<file path="config.mk">
export PLATFORM = sky130hd
export DESIGN_NAME = tick_gen_multi
export DESIGN_NICKNAME = d
export VERILOG_FILES = /design/src/rtl/tick_gen_multi.sv
export SDC_FILE = /design/constraint.sdc
export NUM_CORES = 1
export LEC_CHECK = 0
export ABC_AREA = 1
export BUFFER_PORTS_ARGS = -buffer_cell sky130_fd_sc_hd__buf_4
export CAP_MARGIN = 20
export CORE_MARGIN = 4
export CORE_UTILIZATION = 64
export CTS_CLUSTER_SIZE = 16
export DETAILED_ROUTE_END_ITERATION = 8
export GPL_TIMING_DRIVEN = 0
export PLACE_DENSITY_LB_ADDON = 0.12
export RECOVER_POWER = 50
export SLEW_MARGIN = 20
export SYNTH_ARGS = -nofsm -noshare
export SYNTH_HDL_FRONTEND = slang
export SYNTH_SLANG_ARGS = --single-unit
</file>
<file path="constraint.sdc">
create_clock -name clk_50MHz -period 4.1 [get_ports clk_50MHz]
set_input_delay 0.615 -clock clk_50MHz [delete_from_list [all_inputs] [get_ports clk_50MHz]]
set_output_delay 0.615 -clock clk_50MHz [all_outputs]
set_load 0.02 [all_outputs]
</file>
<file path="src/rtl/tick_gen_multi.sv">
// Multi-channel programmable tick generator: each channel divides clk_50MHz by its own
// divisor and emits one-cycle enable pulses, periodic or one-shot, with glitch-free reloads.
module tick_gen_multi #(
  parameter int NUM_CH    = 4,
  parameter int CNT_W     = 20,
  parameter int DIV_RESET = 50000
) (
  input  logic              clk_50MHz,
  input  logic              rst_n,
  input  logic [NUM_CH-1:0] ch_enable,
  input  logic [NUM_CH-1:0] ch_oneshot,
  input  logic [NUM_CH-1:0] div_load,
  input  logic [CNT_W-1:0]  div_value,
  input  logic              sync_clr,
  output logic [NUM_CH-1:0] tick,
  output logic [NUM_CH-1:0] running,
  output logic              cfg_err
);

  logic [CNT_W-1:0]  div_q      [NUM_CH];
  logic [CNT_W-1:0]  div_d      [NUM_CH];
  logic [CNT_W-1:0]  pend_q     [NUM_CH];
  logic [CNT_W-1:0]  pend_d     [NUM_CH];
  logic [CNT_W-1:0]  cnt_q      [NUM_CH];
  logic [CNT_W-1:0]  cnt_d      [NUM_CH];
  logic [NUM_CH-1:0] pend_vld_q, pend_vld_d;
  logic [NUM_CH-1:0] done_q, done_d;
  logic [NUM_CH-1:0] tick_q, tick_d;
  logic [NUM_CH-1:0] run_q, run_d;
  logic              cfg_err_q, cfg_err_d;

  logic              value_ok;
  logic [NUM_CH-1:0] load_ok;
  logic [NUM_CH-1:0] term;

  assign value_ok = (div_value != '0);

  // >= rather than == so a counter stranded above a shrunken divisor still wraps
  for (genvar g = 0; g < NUM_CH; g++) begin : g_ch
    assign load_ok[g] = div_load[g] & value_ok;
    assign term[g]    = (cnt_q[g] >= (div_q[g] - CNT_W'(1)));
  end

  always_comb begin
    cfg_err_d = cfg_err_q | ((|div_load) & ~value_ok);
    for (int i = 0; i < NUM_CH; i++) begin
      div_d[i]      = div_q[i];
      pend_d[i]     = pend_q[i];
      cnt_d[i]      = cnt_q[i];
      pend_vld_d[i] = pend_vld_q[i];
      done_d[i]     = done_q[i];
      tick_d[i]     = 1'b0;
      if (sync_clr) begin
        cnt_d[i]  = '0;
        done_d[i] = 1'b0;
        if (pend_vld_q[i]) begin
          div_d[i]      = pend_q[i];
          pend_vld_d[i] = 1'b0;
        end
      end else if (!ch_enable[i]) begin
        cnt_d[i]  = '0;
        done_d[i] = 1'b0;
        if (load_ok[i]) begin
          div_d[i]      = div_value;
          pend_vld_d[i] = 1'b0;
        end
      end else if (done_q[i]) begin
        if (load_ok[i]) begin
          div_d[i]      = div_value;
          cnt_d[i]      = '0;
          pend_vld_d[i] = 1'b0;
        end
      end else if (term[i]) begin
        cnt_d[i]      = '0;
        tick_d[i]     = 1'b1;
        done_d[i]     = ch_oneshot[i];
        pend_vld_d[i] = 1'b0;
        // A load landing on the terminal edge beats any older pending value
        if (load_ok[i]) begin
          div_d[i] = div_value;
        end else if (pend_vld_q[i]) begin
          div_d[i] = pend_q[i];
        end
      end else begin
        cnt_d[i] = cnt_q[i] + CNT_W'(1);
        if (load_ok[i]) begin
          pend_d[i]     = div_value;
          pend_vld_d[i] = 1'b1;
        end
      end
      run_d[i] = ch_enable[i] & ~done_d[i];
    end
  end

  always_ff @(posedge clk_50MHz or negedge rst_n) begin
    if (!rst_n) begin
      for (int i = 0; i < NUM_CH; i++) begin
        div_q[i]  <= CNT_W'(DIV_RESET);
        pend_q[i] <= CNT_W'(DIV_RESET);
        cnt_q[i]  <= '0;
      end
      pend_vld_q <= '0;
      done_q     <= '0;
      tick_q     <= '0;
      run_q      <= '0;
      cfg_err_q  <= 1'b0;
    end else begin
      for (int i = 0; i < NUM_CH; i++) begin
        div_q[i]  <= div_d[i];
        pend_q[i] <= pend_d[i];
        cnt_q[i]  <= cnt_d[i];
      end
      pend_vld_q <= pend_vld_d;
      done_q     <= done_d;
      tick_q     <= tick_d;
      run_q      <= run_d;
      cfg_err_q  <= cfg_err_d;
    end
  end

  assign tick    = tick_q;
  assign running = run_q;
  assign cfg_err = cfg_err_q;

endmodule
</file>
==> impl_metrics.yaml, run 1 <==
yosys:
  synth_edf_count: 0
  synth_top_cells_by_count: "nand2_1 (954), inv_1 (284), nor2_1 (224)"
  synthCells: 2628
  synth.largest_area_cell: "dfrtp_1"
  yosysTopAreaCellShare_pct: 29.1
  ys_seq_elements: 257
  synth_fp_nets: 2751
  ys_warn_count: 0
  yosysMostFrequentCell: "nand2_1"
  synth_ff_type: "dfrtp_1"
  syn-mean-instance-area_sq_um: 6.83
  yosysSeqAreaShare_pct: 36.1
  synth_cell_types: 40
  synthTopCellsByArea: "dfrtp_1 (29%), nand2_1 (20%), dfstp_2 (7.0%)"
  synthArstFlopShare_pct: 100
  netlist_area_sq_um: 18000
timing:
  final.setup.tns_ps: 0
  setup_viol: 0
  period_minus_slack_ps: 3870
  slew_headroom_pct: -47.7
  min_period_over_period_pct: 94.3
  max_clock_freq_mhz: 259
  skew_ps: 11.2
  finalHoldViolCount: 0
  maxSlewViolCount: 85
  rsz0062_at_grt: "no"
  tightest_slew_ps: 2220
pwr:
  p_leak_uw: 0.00987
  vdd_drop_max_v: 0.000353
  powerDensity_nw_per_um2: 380
drt:
  dr_total_vias: 17590
  wire_per_inst_um: 16.5
  vias_per_cell: 5.71
  drc: 0
  routed_wl_um: 50800
  drtIter0Drc: 1727
  postRouteAntennaNets: 0
  dr.pass1.iters: 5
floorplan:
  io_pins: 44
  die_w_um: 176
  fp.coreArea_sq_um: 27700
  design.die.area_sq_um: 30800
  start_util_pct: 64.8
  rows: 61
  die_y_um: 176
global_route:
  overflow: 0
  grt_pass1_wl_um: 83700
  grt_pass1_vias: 16930
  track_usage_pct: 32.7
  antenna_found_initial: 0
  grt_max_degree: 100
finish:
  nNetsFinal: 2807
  drive_above_1_share_pct: 8.61
  syn2layout_area_growth_pct: 9.26
  antennaDiodeCount: 0
  fin_util_pct: 70.8
  fin_cells: 3083
worst_setup_path:
  r2r_slack_ps: 230
  critPathLaunchType: "flip-flop"
  cp.arrival_ps: 4360
  path_max_fanout: 10
  slowest_stage: "clkbuf_1"
  r2r_end: "div_q[79]"
  rr_worst_depth: 18
  cp_common_cell: "nand2_1"
  crit_family: "simple AND/OR/NAND/NOR gates"
  regToRegStartpoint: "div_q[62]"
  critical_path_class: "reg -> reg"
  critPathBufInv: 2
  cp-end-kind: "flip-flop"
  cpPeakStageDelay_ps: 470
  cp_cell_sequence: "nor3_1 -> nand2_1 -> nor2_1 -> nand2_1 -> nor2_1 -> nand3_1 -> xor2_1 -> inv_1 -> ha_1 -> nand2_1 -> nor2_1 -> nand2_1 -> nor2_1 -> nand2_1 -> nand3_1 -> clkbuf_1 -> o211ai_1 -> nand2_1"
  worst_ep_required_time_ps: 4600
hold_path:
  min-delay-start: "ch_enable[2]"
  worstHoldPathType: "in -> reg"
  min_to: "cnt_q[33]"
  whs_path_depth: 3
run_status:
  violations: "capacitance limit, slew limit"
  status: "finished with violations"
placed_design:
  gp_congestion: 0.917
  dp_hpwl_um: 36400
  post-place-cells: 3031
  io_buffers: 23
clocking:
  ctsHoldBuffers: 0
  clock_latency_ps: 560
  clkSlewWorstSetupHoldPaths_ps: 60
  cts_tree: "built"
  cts-htree-levels: 1
  cts_root_buf: "clkbuf_16"
  clk_path_buf_depth: 3
  cts_made_buffers: 29
  cts.sinks: 257
run:
  max_cap_viol_count: 1
[worst reg2reg max path, delay by kind of cell, from the launching register on]
kind / cells / cell delay (ps)
flip-flops: 1 / 440
XOR/XNOR: 1 / 140
AO/OA/AOI/OAI: 1 / 170
AND/OR/NAND/NOR: 13 / 2250
adder cells (fa/ha/maj): 1 / 290
buffers and inverters: 2 / 530
[per-layer routing]
metal  track usage (%)  share of wire [%]  vias to the layer above
li1                  -                  -                     8460
met1              43.8                 41                     8213
met2              53.6                 47                      773
met3              5.45                8.3                      144
met4              13.0                4.2                        0
met5                 0                  0                        -
[flip-flops by register name, indices dropped and copies added (netlist names)]
signal and cells:
pend_q 80, running 4, cnt_q 80, div_q 80, pend_vld_q 4, tick 4
done_q 4, cfg_err 1
[power by group]
part / switching (uW) / internal (uW)
logic: 1090 / 572
registers: 253 / 2870
clock network: 1100 / 1580
total: 2450 / 5010
[final cells by class]
class	instances	area, sq um
clock buffer	42	865
fill	2351	8080
timing repair buffer	25	198
clock inverter	10	103
buffer	117	586
inverter	294	1110
multi-input combinational	1960	9800
sequential	257	6490
tap	378	473
[placed cells by master, fill, tap and decap left out, types with 7 or more instances in the layout]
master and n:
dfstp_2 48, buf_4 25, o21ai_1 19, o21bai_1 7, clkbuf_8 9, mux2_2 8, nand2_1 954, o21ai_0 188
clkbuf_1 52, ha_1 88, o211ai_1 80, buf_2 53, a21oi_1 41, xor2_1 82, nand2_2 7, inv_1 283
nand4_1 33, nor3_1 34, clkinv_2 7, nor2_1 221, nand2_4 7, clkbuf_16 29, dfrtp_1 209, xnor2_1 15
inv_2 8, nand3_1 144
[cell families after synthesis]
logic type               synth area share, %
flip-flops                              36.1
buffers and inverters                   9.38
multiplexers                           0.502
XOR/XNOR                                4.73
AND/OR/NAND/NOR                         31.9
AO/OA/AOI/OAI                           11.2
adder cells (fa/ha/maj)                 6.13
[per-stage QoR]
stage                     worst slack [ps]  power [uW]  area, sq um  hold slack (ps)
final                                  232        7460        19600              314
after global routing                  3.12        7860        19600              330
after CTS                              165        7450        19600             85.6
after detailed placement               190        4780        18700              456
after global placement                 236        4690        18600              452
after floorplan                       1040        4270        18000              319
[timing repair]
| action | CTS | global route |
|---|---|---|
| resized for setup | 0 | 14 |
| buffers inserted | 0 | 0 |
| setup endpoints to repair | 0 | 121 |
[how the worst max path moves through the flow]
| stage | startpoint | to | slack (ps) | cells after the start |
|---|---|---|---|---|
| after floorplan | div_q[2] | div_q[16] | 1040 | 21 |
| after global routing | div_q[20] | div_q[23] | 3 | 22 |
| final | div_q[62] | div_q[79] | 230 | 18 |
| after detailed placement | div_q[40] | div_q[41] | 190 | 19 |
| after global placement | rst_n | cnt_q[50] | 240 | 1 |
| after CTS | div_q[40] | div_q[41] | 160 | 19 |
Power figures use the tool's default switching activity.
==> run 2: changes to the inputs <==
PLACE_DENSITY = 0.81   (was unset)
PLACE_DENSITY_LB_ADDON = unset   (was 0.12)
==> run 2 against run 1 <==
Net effect:
- the flow still finishes with violations (capacitance limit, slew limit)
- worst hold slack better by 1.4 ps
- non-clock buffer count unchanged
- combinational power about the same
- maximum frequency up 3.9%
- clock power up 7%
- critical path type unchanged
- largest cell class unchanged
- highest routed layer unchanged
==> impl_metrics.yaml, run 2 (same netlist as run 1, synthesis figures left out) <==
run_status:
  status: "finished with violations"
  violations: "capacitance limit, slew limit"
drt:
  routed_wl_um: 52000
  dr_total_vias: 17655
  postRouteAntennaNets: 0
  dr.pass1.iters: 6
  drc: 0
  wire_per_inst_um: 16.8
  vias_per_cell: 5.72
  drtIter0Drc: 1839
worst_setup_path:
  rr_worst_depth: 22
  cpPeakStageDelay_ps: 400
  cp-startpoint: "div_q[60]"
  r2r_slack_ps: 380
  slowest_stage: "dfrtp_1"
  crit_end: "cnt_q[63]"
  cp_cell_sequence: "inv_1 -> ha_1 -> inv_1 -> nor3_1 -> nand3b_1 -> nor2_1 -> nand2_1 -> nor2_1 -> nand2_1 -> xor2_1 -> inv_1 -> ha_1 -> nand2_1 -> nor2_1 -> nand2_1 -> nor2_1 -> nand2_1 -> nand3_1 -> nand2_2 -> inv_1 -> buf_2 -> nor2_1"
  r2r_end: "cnt_q[63]"
  cp.arrival_ps: 4160
  critPathLaunchType: "flip-flop"
  cp-end-kind: "flip-flop"
  critPathBufInv: 5
  critical_path_depth: 22
  worst_ep_required_time_ps: 4530
  crit_family: "simple AND/OR/NAND/NOR gates"
  regToRegStartpoint: "div_q[60]"
  path_max_fanout: 10
  critical_path_class: "reg -> reg"
timing:
  period_minus_slack_ps: 3720
  rsz0062_at_grt: "no"
  max_clock_freq_mhz: 269
  finalHoldViolCount: 0
  maxSlewViolCount: 96
  final.setup.tns_ps: 0
  slew_headroom_pct: -59.4
  skew_ps: 24.8
  setup_slack_ps: 376
  tightest_slew_ps: 2390
  setup_viol: 0
  min_period_over_period_pct: 90.8
pwr:
  powerDensity_nw_per_um2: 389
  vdd_drop_max_v: 0.000356
  p_leak_uw: 0.00990
finish:
  antennaDiodeCount: 0
  syn2layout_area_growth_pct: 9.73
  nNetsFinal: 2808
  biggestRegsByFlops: "cnt_q: 80 flops, div_q: 80 flops, pend_q: 80 flops"
  mostFrequentLayoutCells: "nand2_1 (954), inv_1 (282), nor2_1 (221), dfrtp_1 (209), o21ai_0 (188)"
  drive_above_1_share_pct: 8.71
  final_common_cell: "nand2_1"
placed_design:
  gp_congestion: 0.954
  io_buffers: 23
  dp_hpwl_um: 36800
  place_ws_ps: 168
global_route:
  track_usage_pct: 33.3
  grt_pass1_wl_um: 84700
  use_met1_pct: 44.7
  grt_pass1_vias: 16826
  antenna_found_initial: 0
  grtUsageMet3_pct: 5.79
  top_usage_layer: "met2"
  overflow: 0
  grt_util_met2_pct: 54.4
  grt_max_degree: 96
clocking:
  cts_root_buf: "clkbuf_16"
  ctsHoldBuffers: 0
  clkSlewWorstSetupHoldPaths_ps: 60
  cts_tree: "built"
  cts_made_buffers: 30
  clk_path_buf_depth: 3
  clock_latency_ps: 570
  cts.sinks: 257
  cts-htree-levels: 1
run:
  max_cap_viol_count: 1
hold_path:
  worstHoldPathType: "in -> reg"
floorplan:
  fp.coreArea_sq_um: 27700
  rows: 61
  die_y_um: 176
  io_pins: 44
  start_util_pct: 64.8
  design.die.area_sq_um: 30800
  die_w_um: 176
==> run 2: worst reg2reg max path: stages, from the launching register on <==
cell and delay (ps):
dfrtp_1 400, inv_1 160, ha_1 230, inv_1 70
nor3_1 130, nand3b_1 140, nor2_1 140, nand2_1 110
nor2_1 150, nand2_1 90, xor2_1 150, inv_1 70
ha_1 280, nand2_1 60, nor2_1 230, nand2_1 120
nor2_1 160, nand2_1 70, nand3_1 200, nand2_2 190
inv_1 110, buf_2 240, nor2_1 100
==> run 2: how the worst min path moves through the flow <==
stage | startpoint | endpoint | slack [ps] | cells past startpoint
global route | ch_enable[1] | running[1] | 320 | 3
detailed placement | pend_q[26] | pend_q[26] | 450 | 2
finish | ch_enable[1] | running[1] | 320 | 3
floorplan | rst_n | cfg_err | 320 | 0
global placement | pend_q[26] | pend_q[26] | 450 | 2
CTS | rst_n | cnt_q[2] | 90 | 1
==> run 2: area by class of cell <==
class	count	area [sq um]
Buffer	117	592
Clock buffer	47	896
Clock inverter	8	146
Fill cell	2331	8000
Inverter	294	1110
Multi-Input combinational cell	1960	9810
Sequential cell	257	6490
Tap cell	378	473
Timing Repair Buffer	25	190
==> run 2: per-stage QoR <==
step / hold WS [ps] / total power (uW) / instances / instance area, sq um / util (%)
5_1_grt: 322 / 8060 / 3086 / 19700 / 71.1
3_3_place_gp: 447 / 4700 / 3029 / 18600 / 67.1
3_5_place_dp: 454 / 4790 / 3031 / 18700 / 67.4
2_1_floorplan: 319 / 4270 / 2628 / 18000 / -
6_report: 315 / 7660 / 3086 / 19700 / 71.1
4_1_cts: 92.4 / 7650 / 3086 / 19700 / 71.1
==> run 2: report_power, final <==
part	internal (uW)	leakage (uW)	switching [uW]
logic	573	0.00617	1100
clock network	1740	0.000506	1120
registers	2870	0.00323	256
total	5180	0.00990	2480
==> run 2: timing repair <==
action / CTS / global route
setup endpoints to repair: 0 / 165
setup buffers: 0 / 0
resized for setup: 0 / 24
==> run 2: layer usage <==
layer  vias up  wire length (um)
li1       8478                 -
met3       157              4490
met4         0              2150
met2       816             24200
met5         -                 0
met1      8204             21100
